===== config.mk =====
export PLATFORM = sky130hd
export DESIGN_NAME = multicycle_control
export DESIGN_NICKNAME = d
export VERILOG_FILES = /design/src/rtl/multicycle_control.sv
export SDC_FILE = /design/constraint.sdc
export NUM_CORES = 1
export LEC_CHECK = 0
export CORE_MARGIN = 10
export CORE_UTILIZATION = 25
export CTS_CLUSTER_SIZE = 28
export DETAILED_ROUTE_END_ITERATION = 10
export PLACE_DENSITY_LB_ADDON = 0.2
export SETUP_SLACK_MARGIN = 0.4
export SLEW_MARGIN = 20
export SYNTH_ARGS = -nofsm -noshare
export SYNTH_HDL_FRONTEND = slang
export SYNTH_SLANG_ARGS = --single-unit

===== constraint.sdc =====
create_clock -name clk -period 1.5 [get_ports clk]
set_input_delay 0.3 -clock clk [delete_from_list [all_inputs] [get_ports clk]]
set_output_delay 0.3 -clock clk [all_outputs]
set_load 0.005 [all_outputs]

===== src/rtl/multicycle_control.sv =====
// Multicycle RV32 control unit.
// A Moore state register walks each instruction through FETCH/DECODE and the
// class-specific execute states. Control outputs are decoded from the current
// state and instruction bits. The one exception is pc_write in BRANCH, which
// also follows the live zero flag.
module multicycle_control (
  input  logic        clk,
  input  logic        reset,
  input  logic [31:0] instr,
  input  logic        zero,
  output logic [9:0]  alu_control,
  output logic [1:0]  alu_src_a,
  output logic [1:0]  alu_src_b,
  output logic [1:0]  result_src,
  output logic        adr_src,
  output logic        ir_write,
  output logic        pc_write,
  output logic        mem_write,
  output logic        reg_write,
  output logic [3:0]  state
);

  typedef enum logic [3:0] {
    S_FETCH    = 4'd0,
    S_DECODE   = 4'd1,
    S_MEMADR   = 4'd2,
    S_MEMREAD  = 4'd3,
    S_MEMWB    = 4'd4,
    S_MEMWRITE = 4'd5,
    S_EXECR    = 4'd6,
    S_EXECI    = 4'd7,
    S_ALUWB    = 4'd8,
    S_BRANCH   = 4'd9,
    S_JAL      = 4'd10
  } state_t;

  localparam logic [6:0] OP_LOAD   = 7'b0000011;
  localparam logic [6:0] OP_STORE  = 7'b0100011;
  localparam logic [6:0] OP_RTYPE  = 7'b0110011;
  localparam logic [6:0] OP_ITYPE  = 7'b0010011;
  localparam logic [6:0] OP_BRANCH = 7'b1100011;
  localparam logic [6:0] OP_JAL    = 7'b1101111;

  localparam logic [9:0] ALU_ADD = 10'b0000000000;
  localparam logic [9:0] ALU_BEQ = 10'b0000001000;
  localparam logic [9:0] ALU_BNE = 10'b0000001001;

  localparam logic [1:0] SRC_A_PC    = 2'b00;
  localparam logic [1:0] SRC_A_OLDPC = 2'b01;
  localparam logic [1:0] SRC_A_RS1   = 2'b10;

  localparam logic [1:0] SRC_B_RS2   = 2'b00;
  localparam logic [1:0] SRC_B_IMM   = 2'b01;
  localparam logic [1:0] SRC_B_FOUR  = 2'b10;

  localparam logic [1:0] RES_ALUOUT  = 2'b00;
  localparam logic [1:0] RES_MEMDATA = 2'b01;
  localparam logic [1:0] RES_ALURES  = 2'b10;

  logic [6:0] opcode;
  logic [2:0] funct3;
  logic       funct7_5;
  state_t     state_q;
  state_t     next_state;
  state_t     dec_state;

  assign opcode   = instr[6:0];
  assign funct3   = instr[14:12];
  assign funct7_5 = instr[30];

  // Instruction bits the controller has no use for (register fields, immediates).
  logic unused_instr_bits;
  assign unused_instr_bits = ^{instr[31], instr[29:15], instr[11:7]};

  // State register: synchronous reset returns to FETCH from anywhere.
  always_ff @(posedge clk) begin
    if (reset) state_q <= S_FETCH;
    else       state_q <= next_state;
  end

  assign state = state_q;

  // Next-state logic: one state per clock; unknown codes recover to FETCH.
  always_comb begin
    next_state = S_FETCH;
    case (state_q)
      S_FETCH:    next_state = S_DECODE;
      S_DECODE: begin
        case (opcode)
          OP_LOAD,
          OP_STORE:  next_state = S_MEMADR;
          OP_RTYPE:  next_state = S_EXECR;
          OP_ITYPE:  next_state = S_EXECI;
          OP_BRANCH: next_state = S_BRANCH;
          OP_JAL:    next_state = S_JAL;
          default:   next_state = S_FETCH;
        endcase
      end
      S_MEMADR:   next_state = (opcode == OP_LOAD) ? S_MEMREAD : S_MEMWRITE;
      S_MEMREAD:  next_state = S_MEMWB;
      S_MEMWB:    next_state = S_FETCH;
      S_MEMWRITE: next_state = S_FETCH;
      S_EXECR:    next_state = S_ALUWB;
      S_EXECI:    next_state = S_ALUWB;
      S_ALUWB:    next_state = S_FETCH;
      S_BRANCH:   next_state = S_FETCH;
      S_JAL:      next_state = S_ALUWB;
      default:    next_state = S_FETCH;
    endcase
  end

  // While reset is held the outputs already show FETCH. This holds even before
  // the first edge has loaded the state register, so no write strobe can leak
  // out of an arbitrary power-up state.
  assign dec_state = reset ? S_FETCH : state_q;

  // Output decode: every output defaults to zero so unlisted states stay quiet.
  always_comb begin
    alu_control = ALU_ADD;
    alu_src_a   = SRC_A_PC;
    alu_src_b   = SRC_B_RS2;
    result_src  = RES_ALUOUT;
    adr_src     = 1'b0;
    ir_write    = 1'b0;
    pc_write    = 1'b0;
    mem_write   = 1'b0;
    reg_write   = 1'b0;
    case (dec_state)
      S_FETCH: begin
        // Latch the instruction and advance PC <= PC + 4 through the live ALU result.
        ir_write   = 1'b1;
        pc_write   = 1'b1;
        alu_src_a  = SRC_A_PC;
        alu_src_b  = SRC_B_FOUR;
        result_src = RES_ALURES;
      end
      S_DECODE: begin
        // Speculatively form the branch target (old PC + imm) into ALUOut.
        alu_src_a = SRC_A_OLDPC;
        alu_src_b = SRC_B_IMM;
      end
      S_MEMADR: begin
        alu_src_a = SRC_A_RS1;
        alu_src_b = SRC_B_IMM;
      end
      S_MEMREAD: begin
        adr_src    = 1'b1;
        result_src = RES_ALUOUT;
      end
      S_MEMWB: begin
        reg_write  = 1'b1;
        result_src = RES_MEMDATA;
      end
      S_MEMWRITE: begin
        mem_write  = 1'b1;
        adr_src    = 1'b1;
        result_src = RES_ALUOUT;
      end
      S_EXECR: begin
        alu_src_a   = SRC_A_RS1;
        alu_src_b   = SRC_B_RS2;
        alu_control = {1'b0, funct7_5, 5'b0, funct3};
      end
      S_EXECI: begin
        // Bit 30 of an I-type immediate only selects an arithmetic shift
        // (srai). For addi and similar it is an ordinary immediate bit and
        // must not be decoded as SUB.
        alu_src_a   = SRC_A_RS1;
        alu_src_b   = SRC_B_IMM;
        alu_control = {1'b0, funct7_5 & (funct3 == 3'b101), 5'b0, funct3};
      end
      S_ALUWB: begin
        reg_write  = 1'b1;
        result_src = RES_ALUOUT;
      end
      S_BRANCH: begin
        // Compare rs1/rs2. The ALU flags "taken" through zero, and the PC
        // loads the DECODE target from ALUOut in this same cycle.
        alu_src_a  = SRC_A_RS1;
        alu_src_b  = SRC_B_RS2;
        result_src = RES_ALUOUT;
        case (funct3)
          3'b000: begin
            alu_control = ALU_BEQ;
            pc_write    = zero;
          end
          3'b001: begin
            alu_control = ALU_BNE;
            pc_write    = zero;
          end
          default: begin
            alu_control = ALU_ADD;
            pc_write    = 1'b0;
          end
        endcase
      end
      S_JAL: begin
        // Jump to ALUOut (target from DECODE) while the ALU forms old PC + 4
        // for the link write in ALUWB.
        alu_src_a  = SRC_A_OLDPC;
        alu_src_b  = SRC_B_FOUR;
        result_src = RES_ALUOUT;
        pc_write   = 1'b1;
      end
      default: begin
        alu_control = ALU_ADD;
      end
    endcase
  end

endmodule


==> qor.csv <==
stage;metric;value;unit
layout;final_cells;182;
routing;num_vias;872;
place;numPortBuffers;33;
clocking;clkSlewWorstSetupHoldPaths;40;ps
timing;min_period_over_period;1.33;
place;place_ws;-978;ps
global_routing;grt-ovfl-total;0;
critical_path;crit_path_cell_trace;or3b_1 -> or4_4 -> a21boi_2 -> buf_2;
logic_synthesis;synth_xor_area_frac;0.0635;
outcome;status;finished with violations;
logic_synthesis;ys_seq_elements;4;
layout;largest_reg_flops;4;
clocking;clock_latency;250;ps
critical_path;critPathRequiredTime;1200;ps
critical_path;max_stage_delay;510;ps
timing;skew;10.8;ps
timing;hold_viol;0;
global_routing;globalRouteMet1Util;0.121;
place;placed_area;0.00109;mm²
clocking;clockBufferDepth;2;
floorplanning;rows;16;
timing;setup_violations;18;
routing;drt_iter0_drc;36;
clocking;cts_tree;built;
global_routing;use_met3;0.0385;
floorplanning;dieArea;0.00449;mm²
layout;antenna_cells;0;
layout;multi_input_area;558;µm²
logic_synthesis;synth-compound-area-share;0.213;
logic_synthesis;syn_avg_cell_area;7.46;µm²
global_routing;grt_pass1_vias;930;
logic_synthesis;synth_cells;74;
timing;period_minus_slack;1990;ps
routing;drtAntennaViolNets;0;
clocking;cts_buffers;3;
critical_path;critical_path_class;reg2out;
timing;slew_violations;0;
layout;fill_cells;141;
global_routing;grt_max_degree;12;
hold_path;hp-class;in2reg;
global_routing;track_usage;0.129;
clocking;htreeDepth;1;
place;dp_hpwl;1.65;mm
place;globalplace.congestion;0.786;
global_routing;grt_pass1_wl;4.44;mm
outcome;violations;setup timing;
timing;rsz0062_at_grt;yes;
logic_synthesis;synth_top_family_by_area;simple AND/OR/NAND/NOR gates;
pwr;power_density;325;mW/mm²
routing;first_pass_iters;4;
logic_synthesis;synth_cell_types;41;
pwr;p_leak;0.675;nW
critical_path;crit_arrival;1690;ps
layout;fin_area;0.00150;mm²
logic_synthesis;netlist_area;552;µm²
logic_synthesis;synth_fa_ha_area_frac;0;
critical_path;endpoint_kind;output port;
timing;timing.final.ws_setup;-488;ps
floorplanning;start_util;0.273;
clocking;cts_num_sinks;4;
layout;register_area;90.1;µm²
layout;areaGrowthSynthToFinish;173;%
routing;routed_wl;2.95;mm
pwr;vdd_ir_drop_max;0.338;mV
global_routing;met2_usage;0.239;
clocking;cts_hold_buf;0;
floorplanning;pin_count;60;
logic_synthesis;yosys_warnings;0;
global_routing;grt-busiest-layer;met2;
layout;layout_common_cells;buf_4, buf_6, buf_2;
run;max_cap_viol_count;0;
floorplanning;die_x;67.0;µm
layout;nNetsFinal;191;
critical_path;crit_fanout;3;
critical_path;cp-start-kind;register;
global_routing;antenna_found_initial;0;
logic_synthesis;synth_seq_area_share;0.145;
layout;layout-drive-gt1-share;0.652;
layout;utilization;0.744;
routing;vias_per_cell;4.79;
logic_synthesis;synth_mux_area_frac;0.0204;
floorplanning;core;0.00202;mm²
routing;drt_drc_violations_left;0;
floorplanning;die_h;67.0;µm
layout;final_common_cell;buf_4;
place;dpl.cell_count;149;
critical_path;slowest_stage;or4_4;
routing;wire_per_inst;16.2;µm
logic_synthesis;synthSimpleGateAreaFrac;0.404;
clocking;cts_root_buf;clkbuf_4;
timing;fmax;503;MHz
Yosys cell counts (all sizes together):
library cell / n / area, µm²
o22ai: 1 / 6.26
a211o: 1 / 8.76
o22a: 1 / 8.76
and4b: 1 / 10.0
o21bai: 2 / 15.0
xor2: 2 / 17.5
or4: 2 / 18.8
nor3: 2 / 10.0
nor2: 4 / 15.0
buf: 9 / 62.6
nand2b: 3 / 18.8
clkbuf: 2 / 7.51
nand2: 4 / 15.0
a31o: 1 / 8.76
nand4: 1 / 6.26
o21a: 1 / 7.51
inv: 3 / 11.3
or3b: 3 / 26.3
nor4: 2 / 12.5
mux2: 1 / 11.3
xnor2: 2 / 17.5
conb: 1 / 3.75
o21ai: 2 / 10.0
o41ai: 2 / 17.5
dfxtp: 4 / 80.1
and2b: 1 / 7.51
nand3b: 2 / 15.0
and3: 1 / 6.26
nor3b: 1 / 7.51
nor4b: 1 / 8.76
a21boi: 1 / 11.3
or3: 2 / 12.5
and2: 2 / 12.5
a21oi: 3 / 15.0
nand4b: 1 / 8.76
nand4bb: 1 / 11.3
a2111oi: 1 / 8.76
power breakdown:
| group | total (mW) | internal, mW | leakage, nW | switching (mW) |
|---|---|---|---|---|
| Combinational | 0.225 | 0.138 | 0.626 | 0.0860 |
| Clock | 0.153 | 0.100 | 0.0150 | 0.0529 |
| Sequential | 0.111 | 0.107 | 0.0349 | 0.00375 |
what timing repair did:
action / 4_1_cts / 5_1_grt
setup buffers: 22 / 7
hold endpoints to repair: 0 / 0
setup endpoints to repair: 24 / 24
gates resized for setup: 118 / 10
pin swaps: 18 / 8
per-layer routing:
metal,vias up,routed length (µm)
met1,407,1100
met4,0,90
met2,33,1540
met5,-,0
li1,425,-
met3,7,224
cells by family after synthesis:
group,Yosys count
AND/OR/NAND/NOR,34
AO/OA/AOI/OAI,16
buffers and inverters,14
XOR/XNOR,4
flip-flops,4
multiplexers,1
other,1
layout make-up:
type	instances	share of cell area
tap	27	0.0225
timing repair buffer	84	0.522
multi-input combinational	60	0.371
sequential	4	0.0599
inverter	3	0.00749
clock buffer	4	0.0175
critical path: cells and delay by family, from the launching register on:
family                 cells  cell delay (ps)
buffers and inverters      1              130
and+or+nand+nor            2              850
AOI/OAI and AO/OA          1              140
DFF                        1              320
per-stage QoR:
step | total power [mW] | setup TNS, ps | hold slack (ps)
2_1_floorplan | 0.185 | -119 | 473
3_3_place_gp | 0.283 | -10220 | 684
3_5_place_dp | 0.284 | -10440 | 700
4_1_cts | 0.460 | -5510 | 687
5_1_grt | 0.514 | -6680 | 757
6_report | 0.489 | -5740 | 732
final timing paths:
kind	slack [ps]	cells past startpoint	to	start
max	-490	4	alu_control[0]	state[2]$_SDFF_PP0_
min	730	4	state[3]$_SDFF_PP0_	reset
max reg2reg	-70	9	state[3]$_SDFF_PP0_	state[2]$_SDFF_PP0_
min reg2reg	760	4	state[3]$_SDFF_PP0_	state[1]$_SDFF_PP0_
No activity file was read; power rests on OpenSTA's default activity.
